`config.mk`:
```
export PLATFORM = sky130hd
export DESIGN_NAME = alu_req_scheduler_flat
export DESIGN_NICKNAME = d
export VERILOG_FILES = /design/src/rtl/alu_req_scheduler_if.sv /design/src/rtl/alu_req_scheduler.sv /design/src/flat_wrapper.sv
export SDC_FILE = /design/constraint.sdc
export NUM_CORES = 1
export LEC_CHECK = 0
export CELL_PAD_IN_SITES_DETAIL_PLACEMENT = 1
export CELL_PAD_IN_SITES_GLOBAL_PLACEMENT = 1
export CORE_ASPECT_RATIO = 1.1
export CORE_MARGIN = 5
export CORE_UTILIZATION = 26
export DETAILED_ROUTE_END_ITERATION = 7
export PLACE_DENSITY_LB_ADDON = 0.1
export SYNTH_ARGS = -nofsm -noshare
export SYNTH_HDL_FRONTEND = slang
export SYNTH_SLANG_ARGS = --single-unit
```
`constraint.sdc`:
```
create_clock -name clock -period 3 [get_ports clock]
set_clock_uncertainty 0.15 [all_clocks]
set_input_delay 0.9 -clock clock [delete_from_list [all_inputs] [get_ports clock]]
set_output_delay 0.9 -clock clock [all_outputs]
set_load 0.005 [all_outputs]
```
`src/rtl/alu_req_scheduler_if.sv`:
```
// Frame handshake between the ALU request scheduler and the serial writer.
// master: the scheduler (drives the frame, samples ready).
// slave:  the serial writer (samples the frame, drives ready).
interface alu_req_scheduler_if #(
    parameter int SRC_W = 2
);
    logic [11:0]      frame_data;
    logic [SRC_W-1:0] frame_src;
    logic             frame_valid;
    logic             frame_ready;

    modport master (
        output frame_data,
        output frame_src,
        output frame_valid,
        input  frame_ready
    );

    modport slave (
        input  frame_data,
        input  frame_src,
        input  frame_valid,
        output frame_ready
    );
endinterface

```
`src/rtl/alu_req_scheduler.sv`:
```
// Round-robin scheduler sharing one 8-bit ALU among NUM_REQ requesters.
// A granted operation is issued to the ALU, its result is captured after
// ALU_LAT edges, packed into a 12-bit serial frame and offered to the
// serial writer over a valid/ready handshake.
// Optional macro FRAME_TIMEOUT_EN: discard a frame (pulse drop) after
// TIMEOUT cycles without frame_ready; otherwise SEND waits indefinitely.
module alu_req_scheduler #(
    parameter int NUM_REQ = 4,
    parameter int SRC_W   = 2,
    parameter int ALU_LAT = 1,
    parameter int TIMEOUT = 255
) (
    input  logic                   clock,
    input  logic                   reset,
    input  logic [NUM_REQ-1:0]     req,
    input  logic [NUM_REQ*12-1:0]  req_func,
    input  logic [NUM_REQ*8-1:0]   req_data1,
    input  logic [NUM_REQ*8-1:0]   req_data2,
    output logic [NUM_REQ-1:0]     gnt,
    output logic [11:0]            alu_func,
    output logic [7:0]             alu_data1,
    output logic [7:0]             alu_data2,
    input  logic [7:0]             alu_outdata,
    alu_req_scheduler_if.master    frame,
    output logic                   busy,
    output logic                   drop
);

    typedef enum logic [1:0] {IDLE, WAIT, SEND} state_t;

    localparam int unsigned      N         = NUM_REQ;
    localparam int               LAT_W     = (ALU_LAT < 1) ? 1 : $clog2(ALU_LAT + 1);
    localparam logic [SRC_W-1:0] LAST_INIT = SRC_W'(NUM_REQ - 1);

    if (NUM_REQ < 2 || NUM_REQ > 16 || SRC_W != $clog2(NUM_REQ) || TIMEOUT < 1) begin : g_param_check
        $error("alu_req_scheduler: illegal parameter set");
    end

    state_t             state, state_n;
    logic [SRC_W-1:0]   last_grant, last_n;
    logic [SRC_W-1:0]   sel, sel_n;
    logic [LAT_W-1:0]   lat_cnt, lat_n;
    logic [NUM_REQ-1:0] gnt_n;
    logic [11:0]        alu_func_n, frame_data_n;
    logic [7:0]         alu_data1_n, alu_data2_n;
    logic [SRC_W-1:0]   frame_src_n;
    logic               frame_valid_n, busy_n, drop_n;
    logic               found;
    logic [SRC_W-1:0]   pick;

`ifdef FRAME_TIMEOUT_EN
    localparam int      TO_W = $clog2(TIMEOUT + 1);
    logic [TO_W-1:0]    to_cnt, to_n;
`endif

    // Round-robin pick: first set req bit after last_grant, wrapping around.
    always_comb begin
        int unsigned idx;
        found = 1'b0;
        pick  = '0;
        idx   = 0;
        for (int unsigned k = 1; k <= N; k++) begin
            idx = k + 32'(last_grant);
            if (idx >= N) idx = idx - N;
            if (!found && req[idx[SRC_W-1:0]]) begin
                found = 1'b1;
                pick  = idx[SRC_W-1:0];
            end
        end
    end

    // Next-state and next-output computation; every output is registered.
    always_comb begin
        state_n       = state;
        last_n        = last_grant;
        sel_n         = sel;
        lat_n         = lat_cnt;
        gnt_n         = '0;
        alu_func_n    = alu_func;
        alu_data1_n   = alu_data1;
        alu_data2_n   = alu_data2;
        frame_data_n  = frame.frame_data;
        frame_src_n   = frame.frame_src;
        frame_valid_n = frame.frame_valid;
        drop_n        = 1'b0;
`ifdef FRAME_TIMEOUT_EN
        to_n          = to_cnt;
`endif
        case (state)
            IDLE: begin
                if (found) begin
                    gnt_n       = NUM_REQ'(1) << pick;
                    alu_func_n  = req_func[12*pick +: 12];
                    alu_data1_n = req_data1[8*pick +: 8];
                    alu_data2_n = req_data2[8*pick +: 8];
                    sel_n       = pick;
                    lat_n       = LAT_W'(ALU_LAT);
                    state_n     = WAIT;
                end
            end
            WAIT: begin
                // Counter reaches zero on edge E0+ALU_LAT; capture on the next one.
                if (lat_cnt == '0) begin
                    frame_data_n  = {2'b11, alu_outdata, 2'b11};
                    frame_src_n   = sel;
                    frame_valid_n = 1'b1;
                    state_n       = SEND;
`ifdef FRAME_TIMEOUT_EN
                    to_n          = '0;
`endif
                end else begin
                    lat_n = lat_cnt - 1'b1;
                end
            end
            SEND: begin
                if (frame.frame_valid && frame.frame_ready) begin
                    frame_valid_n = 1'b0;
                    last_n        = sel;
                    state_n       = IDLE;
                end
`ifdef FRAME_TIMEOUT_EN
                else if (to_cnt == TO_W'(TIMEOUT - 1)) begin
                    to_n          = to_cnt + 1'b1;
                    frame_valid_n = 1'b0;
                    drop_n        = 1'b1;
                    last_n        = sel;
                    state_n       = IDLE;
                end else begin
                    to_n = to_cnt + 1'b1;
                end
`endif
            end
            default: state_n = IDLE;
        endcase
        busy_n = (state_n != IDLE);
    end

    // State and output registers with synchronous active-high reset.
    always_ff @(posedge clock) begin
        if (reset) begin
            state             <= IDLE;
            last_grant        <= LAST_INIT;
            sel               <= '0;
            lat_cnt           <= '0;
            gnt               <= '0;
            alu_func          <= '0;
            alu_data1         <= '0;
            alu_data2         <= '0;
            frame.frame_data  <= '0;
            frame.frame_src   <= '0;
            frame.frame_valid <= 1'b0;
            busy              <= 1'b0;
            drop              <= 1'b0;
`ifdef FRAME_TIMEOUT_EN
            to_cnt            <= '0;
`endif
        end else begin
            state             <= state_n;
            last_grant        <= last_n;
            sel               <= sel_n;
            lat_cnt           <= lat_n;
            gnt               <= gnt_n;
            alu_func          <= alu_func_n;
            alu_data1         <= alu_data1_n;
            alu_data2         <= alu_data2_n;
            frame.frame_data  <= frame_data_n;
            frame.frame_src   <= frame_src_n;
            frame.frame_valid <= frame_valid_n;
            busy              <= busy_n;
            drop              <= drop_n;
`ifdef FRAME_TIMEOUT_EN
            to_cnt            <= to_n;
`endif
        end
    end

endmodule
```
`src/flat_wrapper.sv`:
```
// flat-port wrapper written by rule: the top's interface ports become plain ports
module alu_req_scheduler_flat 
#(
    parameter int NUM_REQ = 4,
    parameter int SRC_W   = 2,
    parameter int ALU_LAT = 1,
    parameter int TIMEOUT = 255
)
  (clock, reset, req, req_func, req_data1, req_data2, gnt, alu_func, alu_data1, alu_data2, alu_outdata, busy, drop, frame_frame_data, frame_frame_src, frame_frame_valid, frame_frame_ready);
  alu_req_scheduler_if #(.SRC_W(SRC_W)) frame_i ();
  input  logic clock;
  input  logic reset;
  input  logic [NUM_REQ-1:0] req;
  input  logic [NUM_REQ*12-1:0] req_func;
  input  logic [NUM_REQ*8-1:0] req_data1;
  input  logic [NUM_REQ*8-1:0] req_data2;
  output logic [NUM_REQ-1:0] gnt;
  output logic [11:0] alu_func;
  output logic [7:0] alu_data1;
  output logic [7:0] alu_data2;
  input  logic [7:0] alu_outdata;
  output logic busy;
  output logic drop;
  output wire logic [$bits(frame_i.frame_data)-1:0] frame_frame_data;
  output wire logic [$bits(frame_i.frame_src)-1:0] frame_frame_src;
  output wire logic [$bits(frame_i.frame_valid)-1:0] frame_frame_valid;
  input wire logic [$bits(frame_i.frame_ready)-1:0] frame_frame_ready;
  assign frame_frame_data = frame_i.frame_data;
  assign frame_frame_src = frame_i.frame_src;
  assign frame_frame_valid = frame_i.frame_valid;
  assign frame_i.frame_ready = frame_frame_ready;
  alu_req_scheduler #(.NUM_REQ(NUM_REQ), .SRC_W(SRC_W), .ALU_LAT(ALU_LAT), .TIMEOUT(TIMEOUT)) u_core (.clock(clock), .reset(reset), .req(req), .req_func(req_func), .req_data1(req_data1), .req_data2(req_data2), .gnt(gnt), .alu_func(alu_func), .alu_data1(alu_data1), .alu_data2(alu_data2), .alu_outdata(alu_outdata), .frame(frame_i), .busy(busy), .drop(drop));
endmodule
```
* After elaboration in Yosys (flattened, before gate mapping)
Cells that the tools add are included.
** Operators by class
- Add/subtract/negate cells :: 9
- $mul :: 1
- Magnitude comparators :: 8
- Equality and inequality tests :: 5
- Shift operators :: 4
- Mux-type cells :: 30
- Bitwise gates (word level) :: 3
- Reduce and logical (&&, ||, !) cells :: 17
** Operator list (count)
- 32-bit by 6-bit variable part select with 8-bit output :: 2
- 48-bit by 7-bit variable part select with 12-bit output :: 1
- 2-bit two-way mux :: 11
- 2-bit by 3-bit less-than comparator with 1-bit output, second input constant :: 4
- 1-bit two-way mux :: 12
- 3-bit greater-or-equal comparator, second input constant :: 3
- 1-bit binary-select mux with 2-bit select :: 4
- 2-bit AND reduction :: 4
- 2-bit by 1-bit subtractor with 2-bit output, second input constant :: 4
- 2-bit by 2-bit adder with 3-bit output, first input constant :: 2
- 2-bit one-hot mux with 3 select lines :: 1
- 2-bit nonzero test :: 3
- 3-bit by 2-bit adder with 4-bit output, first input constant :: 1
- 4-bit by 3-bit greater-or-equal comparator with 1-bit output, second input constant :: 1
- 1-bit logical AND :: 4
- 2-bit by 2-bit multiplier with 4-bit output, first input constant :: 1
- 2-bit by 1-bit inequality test with 1-bit output, second input constant :: 2
- 1-bit one-hot mux with 2 select lines :: 2
- 1-bit by 2-bit << shifter with 4-bit output, first input constant :: 1
- 1-bit by 2-bit adder with 3-bit output, first input constant :: 1
- 1-bit zero test :: 3
- 1-bit NOT :: 3
- 3-bit AND reduction :: 1
- 3-bit OR reduction :: 1
- 5 further kinds :: 5
** Word-level totals
- Flip-flop bits (word level) :: 54
- Input bits :: 127
- Output and inout bits :: 49
- Logic and storage cells :: 89

* Longest topological paths before layout
Gate-level depths: netlist of run 1.
- Depth after elaboration :: 18
- Depth in mapped cells :: 9

* Worst setup path after synthesis of run 1
OpenSTA, ideal clock, no wires.
- Kind :: input-to-reg
- From :: in req[3]
- To :: reg u_core.alu_func[9]
- Arrival time :: 2.352 ns
- Slack :: 0.376 ns
- Cell stages on the path :: 5
- Path buffers :: 0
- Cells stage by stage :: and2b_1 -> o311ai_4 -> mux2_1 -> mux2_2 -> a221o_1
** Between the ends
- Word-level cells in the longest chain between the ends :: 14
- Elaborated cells on any way between the ends :: 25
** RTL lines
- from (decl) :: line flat_wrapper.sv:13 : input logic [NUM_REQ-1:0] req;
- 1-bit binary-select mux with 2-bit select :: line alu_req_scheduler.sv:65 : if (!found && req[idx[SRC_W-1:0]]) begin
- 1-bit two-way mux (implied by the code) :: line alu_req_scheduler.sv:65
- 1-bit two-way mux :: line alu_req_scheduler.sv:65
- 1-bit zero test :: line alu_req_scheduler.sv:65
- 1-bit logical AND :: line alu_req_scheduler.sv:65
- 1-bit two-way mux :: line alu_req_scheduler.sv:65
- 1-bit zero test :: line alu_req_scheduler.sv:65
- 1-bit logical AND :: line alu_req_scheduler.sv:65
- 1-bit two-way mux :: line alu_req_scheduler.sv:65
- 1-bit zero test :: line alu_req_scheduler.sv:65
- 1-bit logical AND :: line alu_req_scheduler.sv:65
- 2-bit two-way mux :: line alu_req_scheduler.sv:65
- 2-bit by 2-bit multiplier with 4-bit output :: line alu_req_scheduler.sv:93 : alu_func_n = req_func[12*pick +: 12];
- 48-bit by 7-bit variable part select with 12-bit output :: line alu_req_scheduler.sv:93
- to (signal assigned) :: line alu_req_scheduler.sv:163 : alu_func <= alu_func_n;
- to (decl) :: line alu_req_scheduler.sv:20 : output logic [11:0] alu_func,
Parallel ways exist; a longest one is shown, timed or not. The select of a mux whose other input is x is not followed.
A chain may end at the register's enable or synchronous reset.

* Worst setup path in the final report of run 1
- From :: in req[1]
- To :: reg u_core.alu_func[9]
The elaborated chain is that of the path after synthesis.

==> metrics.md, run 1 <==
| Metric | Value |
|---|---|
| Primary FF master, synth | `dfxtp_1` |
| Setup TNS | `0 ns` |
| Final core utilization | `46.1%` |
| Layout cells sized above 1 | `13.1%` |
| Status | `finished, final reports clean` |
| Total track usage | `16.5%` |
| CTS tree | `yes` |
| ANT nets after route | `0` |
| Later-pin clock latency in the skew report | `0.29 ns` |
| Final worst path period share | `96.5%` |
| Root buffer cell | `clkbuf_16` |
| Area of the mapped netlist | `2910 µm²` |
| Most frequent cells in the layout | `174 x clkdlybuf4s50_1, 54 x nand2_1, 52 x dfxtp_1` |
| H-tree levels | `2` |
| Unique masters post-synth | `38` |
| RePlAce Congestion | `0.749` |
| Cells after Synth | `330` |
| Async set-reset flop share out of synthesis | `0%` |
| Vias post-DR | `3,115` |
| Die H | `121 µm` |
| Largest net degree at the start of global routing | `44` |
| Number of synthesis warnings | `0` |
| Final Hold Slack | `0.305 ns` |
| Max-slew violations | `0` |
| Final setup viols | `0` |
| Post-detail-place hpwl | `8530 µm` |
| Synthesis-to-layout area growth | `73.4%` |
| FP Rows | `40` |
| Total of max-cap violations | `0` |
| Unrepaired setup endpoints after global routing | `no` |
| Flops & latches, synth | `52` |
| Wire length per cell | `17.4 µm` |
| Detailed Routing Iterations Pass 1 | `4` |
| CP max stage delay | `0.54 ns` |
| Sequential fraction of the synthesis area | `35.7%` |
| Clock Pin Slew Worst Setup and Hold Paths | `0.07 ns` |
| Number of synthesized flops with an enable pin | `0` |
| Worst-margin pin slew | `0.598 ns` |
| Final net count | `633` |
| Ant. Diodes | `0` |
| CP max FO | `5` |
| First-pass GRT wire length | `17,700 µm` |
| Die width | `111 µm` |
| Hold Path Class | `flop to flop` |
| Commonest non-fill, non-tap cell in the layout | `clkdlybuf4s50_1` |
| Crit path capture type | `flop` |
| Vias in the first global route | `3,448` |
| Final hold vios | `0` |
| Fillers | `1,279` |
| Avg Inst Size Synth | `8.83 µm²` |
| # DRC | `0` |
| CP startpoint kind | `primary input` |
| I/O pins | `176` |
| Starting DRT DRC Count | `62` |
| Port Buffers | `174` |
| CP Class | `primary input to flop` |
| Final Critical Period | `2.90 ns` |
| Inserted Clock Buffers | `5` |
| GRT overflow | `0` |
| Crit-path cells | `clkdlybuf4s50_1, or3b_1, o311ai_4, mux2_1, mux2_2, a221o_1` |
| Initial antenna violation count | `0` |
| Die outline area | `13,400 µm²` |
| Worst path slowest cell | `clkdlybuf4s50_1` |
| Worst Path Required | `3.03 ns` |
| Max-slew headroom | `60.0%` |
| PwrDens | `482 nW/µm²` |
| Max IR drop VDD | `231 µV` |
| Post-CTS Setup Bufs | `0` |
| Clock sink count | `52` |
| Leak Pwr | `1.96 nW` |
| Vias per cell | `4.79` |
| Core area | `11,000 µm²` |
| Fmax | `345 MHz` |
| Starting density of the core | `26.6%` |
| CTS max path bufs | `2` |
| Critical path arrival | `2.92 ns` |
| Final wirelength | `11,300 µm` |
| Synthesized Nets | `461` |
cells in the mapped netlist, types with 5 or more instances:
library cell,instances,area share [%]
nand2_1,54,7.0
dfxtp_1,52,36
nand3_1,44,7.6
mux2i_1,35,12
mux2_2,22,8.5
a21oi_1,13,2.2
o211ai_1,13,3.4
nor2_1,11,1.4
buf_4,9,2.3
o211ai_2,8,3.4
buf_2,6,1.0
clkbuf_1,6,0.77
nor2b_1,6,1.3
o221ai_1,6,1.8
buf_1,5,0.64
inv_1,5,0.64
worst max-delay path: cells and delay by family:
kind	cells	cell delay, ns
multiplexers	2	0.62
buffers and inverters	1	0.54
AO/OA/AOI/OAI	2	0.45
AND/OR/NAND/NOR	1	0.41
stage by stage:
stage          instances  power (mW)  setup slack [ns]  area [µm²]
2_1_floorplan        330        1.31             0.376        2910
3_3_place_gp         640        1.83            -0.223        4880
3_5_place_dp         640        1.85            -0.343        4880
4_1_cts              649        2.48            0.0910        5040
5_1_grt              650        2.60            0.0202        5050
6_report             650        2.43             0.104        5050
cell type report:
cell class | count | area (µm²) | share of cell area, %
Timing Repair Buffer | 193 | 1950 | 38.6
Multi-Input combinational cell | 245 | 1710 | 33.8
Sequential cell | 52 | 1040 | 20.6
Tap cell | 147 | 184 | 3.64
Clock buffer | 5 | 125 | 2.48
Clock inverter | 3 | 25.0 | 0.496
Inverter | 5 | 18.8 | 0.372
layer usage:
layer | share of wire (%) | GRT usage, % | vias to the layer above
met4 | 1.7 | 4.85 | 0
met1 | 38 | 17.4 | 1493
met2 | 52 | 30.4 | 97
met5 | 0 | 0 | -
met3 | 7.9 | 6.08 | 12
li1 | - | - | 1513
worst paths after layout:
check | startpoint | to | slack [ns] | cells past startpoint
worst max-delay path | req[1] | u_core.alu_func[9]$_SDFFE_PP0P_ | 0.10 | 6
worst min-delay path | u_core.frame.frame_data[2]$_SDFFE_PP0P_ | u_core.frame.frame_data[2]$_SDFFE_PP0P_ | 0.30 | 2
worst max register to register | u_core.state[0]$_SDFF_PP0_ | u_core.alu_data1[3]$_SDFFE_PP0P_ | 0.65 | 7
worst min register to register | u_core.frame.frame_data[2]$_SDFFE_PP0P_ | u_core.frame.frame_data[2]$_SDFFE_PP0P_ | 0.30 | 2
cell families (layout without fill, tap and decap cells):
| kind of cell | Yosys count | count (layout) | share of synthesized area (%) |
|---|---|---|---|
| DFF | 52 | 52 | 35.7 |
| AOI/OAI and AO/OA | 51 | 51 | 14.3 |
| muxes | 58 | 58 | 20.9 |
| other | 1 | 1 | 0.129 |
| buffers and inverters | 35 | 206 | 6.74 |
| and+or+nand+nor | 129 | 131 | 20.4 |
| adders and majority gates | 4 | 4 | 1.72 |
power breakdown:
part,switching [mW],internal [mW]
logic,0.393,0.567
clock network,0.280,0.316
registers,0.0697,0.810
total,0.743,1.69
state kept, by name, indices dropped and copies added, names as in the netlist, 4 cells and up:
name / cells
u_core.gnt: 4
u_core.alu_data2: 8
u_core.alu_data1: 8
u_core.frame.frame_data: 9
u_core.alu_func: 12
what timing repair did:
action	CTS	global route
resized for setup	1	0
pin swaps	0	0
hold buffers	0	0
setup endpoints to repair	24	13
cloned	1	1
Note: power is estimated with default switching activity, not from simulation.
==> run 2: changes to the inputs <==
--- a/config.mk
+++ b/config.mk
@@ -5,6 +5,7 @@
 export SDC_FILE = /design/constraint.sdc
 export NUM_CORES = 1
 export LEC_CHECK = 0
+export CAP_MARGIN = 30
 export CELL_PAD_IN_SITES_DETAIL_PLACEMENT = 1
 export CELL_PAD_IN_SITES_GLOBAL_PLACEMENT = 1
 export CORE_ASPECT_RATIO = 1.1
@@ -12,6 +13,8 @@
 export CORE_UTILIZATION = 26
 export DETAILED_ROUTE_END_ITERATION = 7
 export PLACE_DENSITY_LB_ADDON = 0.1
+export SLEW_MARGIN = 20
 export SYNTH_ARGS = -nofsm -noshare
 export SYNTH_HDL_FRONTEND = slang
 export SYNTH_SLANG_ARGS = --single-unit
+export TNS_END_PERCENT = 1
==> metrics.md, run 2 (synthesis gave the netlist of run 1 again) <==
| Metric | Value |
|---|---|
| Hold_buf cts | `0 (unchanged)` |
| Layout cells sized above 1 | `12.9% (was 13.1%)` |
| Crit path buffers/inverters | `1 (unchanged)` |
| Cell family with the largest share of critical-path delay | `multiplexers (unchanged)` |
| CP startpoint kind | `primary input (unchanged)` |
| First-pass GRT wire length | `17,300 µm (was 17,700 µm)` |
| Final Critical Period | `2.90 ns (about the same)` |
| Die H | `121 µm (unchanged)` |
| GRT overflow | `0 (unchanged)` |
| Finished Cell Area | `5050 µm² (about the same)` |
| Total track usage | `16.0% (was 16.5%)` |
| CTS tree | `yes (unchanged)` |
| Later-pin clock latency in the skew report | `0.29 ns (about the same)` |
| CP Class | `primary input to flop (unchanged)` |
| CP max FO | `5 (unchanged)` |
| Vias per cell | `4.80 (was 4.79)` |
| Fillers | `1,280 (was 1,279)` |
| Final setup viols | `0 (unchanged)` |
| Most flops, register | `u_core.alu_func (unchanged)` |
| Placement Setup Slack | `-0.343 ns (unchanged)` |
| CTS resizes | `1 (unchanged)` |
| Most frequent cells in the layout | `173 x clkdlybuf4s50_1, 54 x nand2_1, 52 x dfxtp_1 (was 174 x clkdlybuf4s50_1, 54 x nand2_1, 52 x dfxtp_1)` |
| Max-slew violations | `0 (unchanged)` |
| Largest net degree at the start of global routing | `46 (was 44)` |
| Commonest non-fill, non-tap cell in the layout | `clkdlybuf4s50_1 (unchanged)` |
| Final worst path period share | `96.7% (was 96.5%)` |
| Leak Pwr | `1.96 nW (about the same)` |
| Largest regs | `u_core.alu_func: 12 flops, u_core.frame.frame_data: 9 flops (unchanged)` |
| Inserted Clock Buffers | `5 (unchanged)` |
| Post-CTS Setup Bufs | `0 (unchanged)` |
| CP max stage delay | `0.54 ns (about the same)` |
| Worst Path Required | `3.03 ns (about the same)` |
| Root buffer cell | `clkbuf_16 (unchanged)` |
| Hold Path Class | `flop to flop (unchanged)` |
| Post-detail-place hpwl | `8530 µm (unchanged)` |
| Detailed Routing Iterations Pass 1 | `4 (unchanged)` |
| Clock Pin Slew Worst Setup and Hold Paths | `0.07 ns (about the same)` |
| Max IR drop VDD | `231 µV (about the same)` |
| # DRC | `0 (unchanged)` |
| Die width | `111 µm (unchanged)` |
| RePlAce Congestion | `0.749 (unchanged)` |
| R2r setup slk | `0.78 ns (was 0.65 ns)` |
| Starting DRT DRC Count | `80 (was 62)` |
| Final worst slack | `0.0994 ns (was 0.104 ns)` |
| Total of max-cap violations | `0 (unchanged)` |
| Clock sink count | `52 (unchanged)` |
| Die outline area | `13,400 µm² (unchanged)` |
| Final Hold Slack | `0.305 ns (about the same)` |
| Final net count | `632 (was 633)` |
| Unrepaired setup endpoints after global routing | `no (unchanged)` |
| H-tree levels | `2 (unchanged)` |
| Worst path slowest cell | `clkdlybuf4s50_1 (unchanged)` |
| Port Buffers | `174 (unchanged)` |
| FP Rows | `40 (unchanged)` |
| PwrDens | `481 nW/µm² (was 482 nW/µm²)` |
| Critical path arrival | `2.93 ns (was 2.92 ns)` |
| Synthesis-to-layout area growth | `73.2% (was 73.4%)` |
| Post-DP Area | `4880 µm² (unchanged)` |
| Crit-path cells | `clkdlybuf4s50_1, or3b_1, o311ai_4, mux2_1, mux2_2, a221o_1 (unchanged)` |
| Ant. Diodes | `0 (unchanged)` |
| CTS max path bufs | `2 (unchanged)` |
| Max FFs per register | `12 (unchanged)` |
| Initial antenna violation count | `0 (unchanged)` |
| Vias post-DR | `3,115 (unchanged)` |
| Core area | `11,000 µm² (unchanged)` |
| ANT nets after route | `0 (unchanged)` |
| Fmax | `345 MHz (about the same)` |
| Starting density of the core | `26.6% (unchanged)` |
| I/O pins | `176 (unchanged)` |
| Final wirelength | `10,900 µm (was 11,300 µm)` |
| Vias in the first global route | `3,412 (was 3,448)` |
| Final hold vios | `0 (unchanged)` |
| Crit path capture type | `flop (unchanged)` |
| Status | `finished, final reports clean (unchanged)` |
| Wire length per cell | `16.8 µm (was 17.4 µm)` |
==> run 2: path summary, 6_finish.rpt <==
check	startpoint	end	cells after the start
hold / removal	u_core.frame.frame_data[2]$_SDFFE_PP0P_	u_core.frame.frame_data[2]$_SDFFE_PP0P_	2
hold reg to reg	u_core.frame.frame_data[2]$_SDFFE_PP0P_	u_core.frame.frame_data[2]$_SDFFE_PP0P_	2
setup reg to reg	u_core.state[0]$_SDFF_PP0_	u_core.alu_data1[3]$_SDFFE_PP0P_	8
setup / recovery	req[1]	u_core.alu_func[9]$_SDFFE_PP0P_	6
==> run 2: through the flow <==
step	setup TNS, ns	instances	power [mW]	utilization, %
2_1_floorplan	0	330	1.31	-
3_3_place_gp	-5.96	640	1.83	44.5
3_5_place_dp	-9.27	640	1.85	44.5
4_1_cts	0	648	2.46	45.9
5_1_grt	0	649	2.59	46.0
6_report	0	649	2.43	46.0
==> run 2: final cells by class <==
class                           count  area, µm²  area share (%)
Timing Repair Buffer              194       1970            39.0
Multi-Input combinational cell    243       1690            33.4
Sequential cell                    52       1040            20.6
Tap cell                          147        184            3.64
Clock buffer                        5        125            2.48
Clock inverter                      3       25.0           0.496
Inverter                            5       18.8           0.372
==> run 2: where the power goes <==
part	switching (mW)	internal, mW
clock network	0.283	0.316
logic	0.380	0.568
registers	0.0689	0.809
total	0.732	1.69
==> run 2: routing by layer <==
metal	vias up	track usage, %	wire [µm]
li1	1511	-	-
met1	1488	16.9	4040
met2	100	29.5	5720
met3	16	6.03	895
met4	0	4.85	223
met5	-	0	0
==> run 2: worst reg2reg max path, stage by stage (launching register included) <==
cell      delay (ns)
dfxtp_1         0.35
inv_1           0.11
ha_1            0.27
o41a_1          0.21
nor2b_4         0.33
buf_12          0.24
nand3_1         0.11
mux2_2          0.27
o211ai_1        0.09
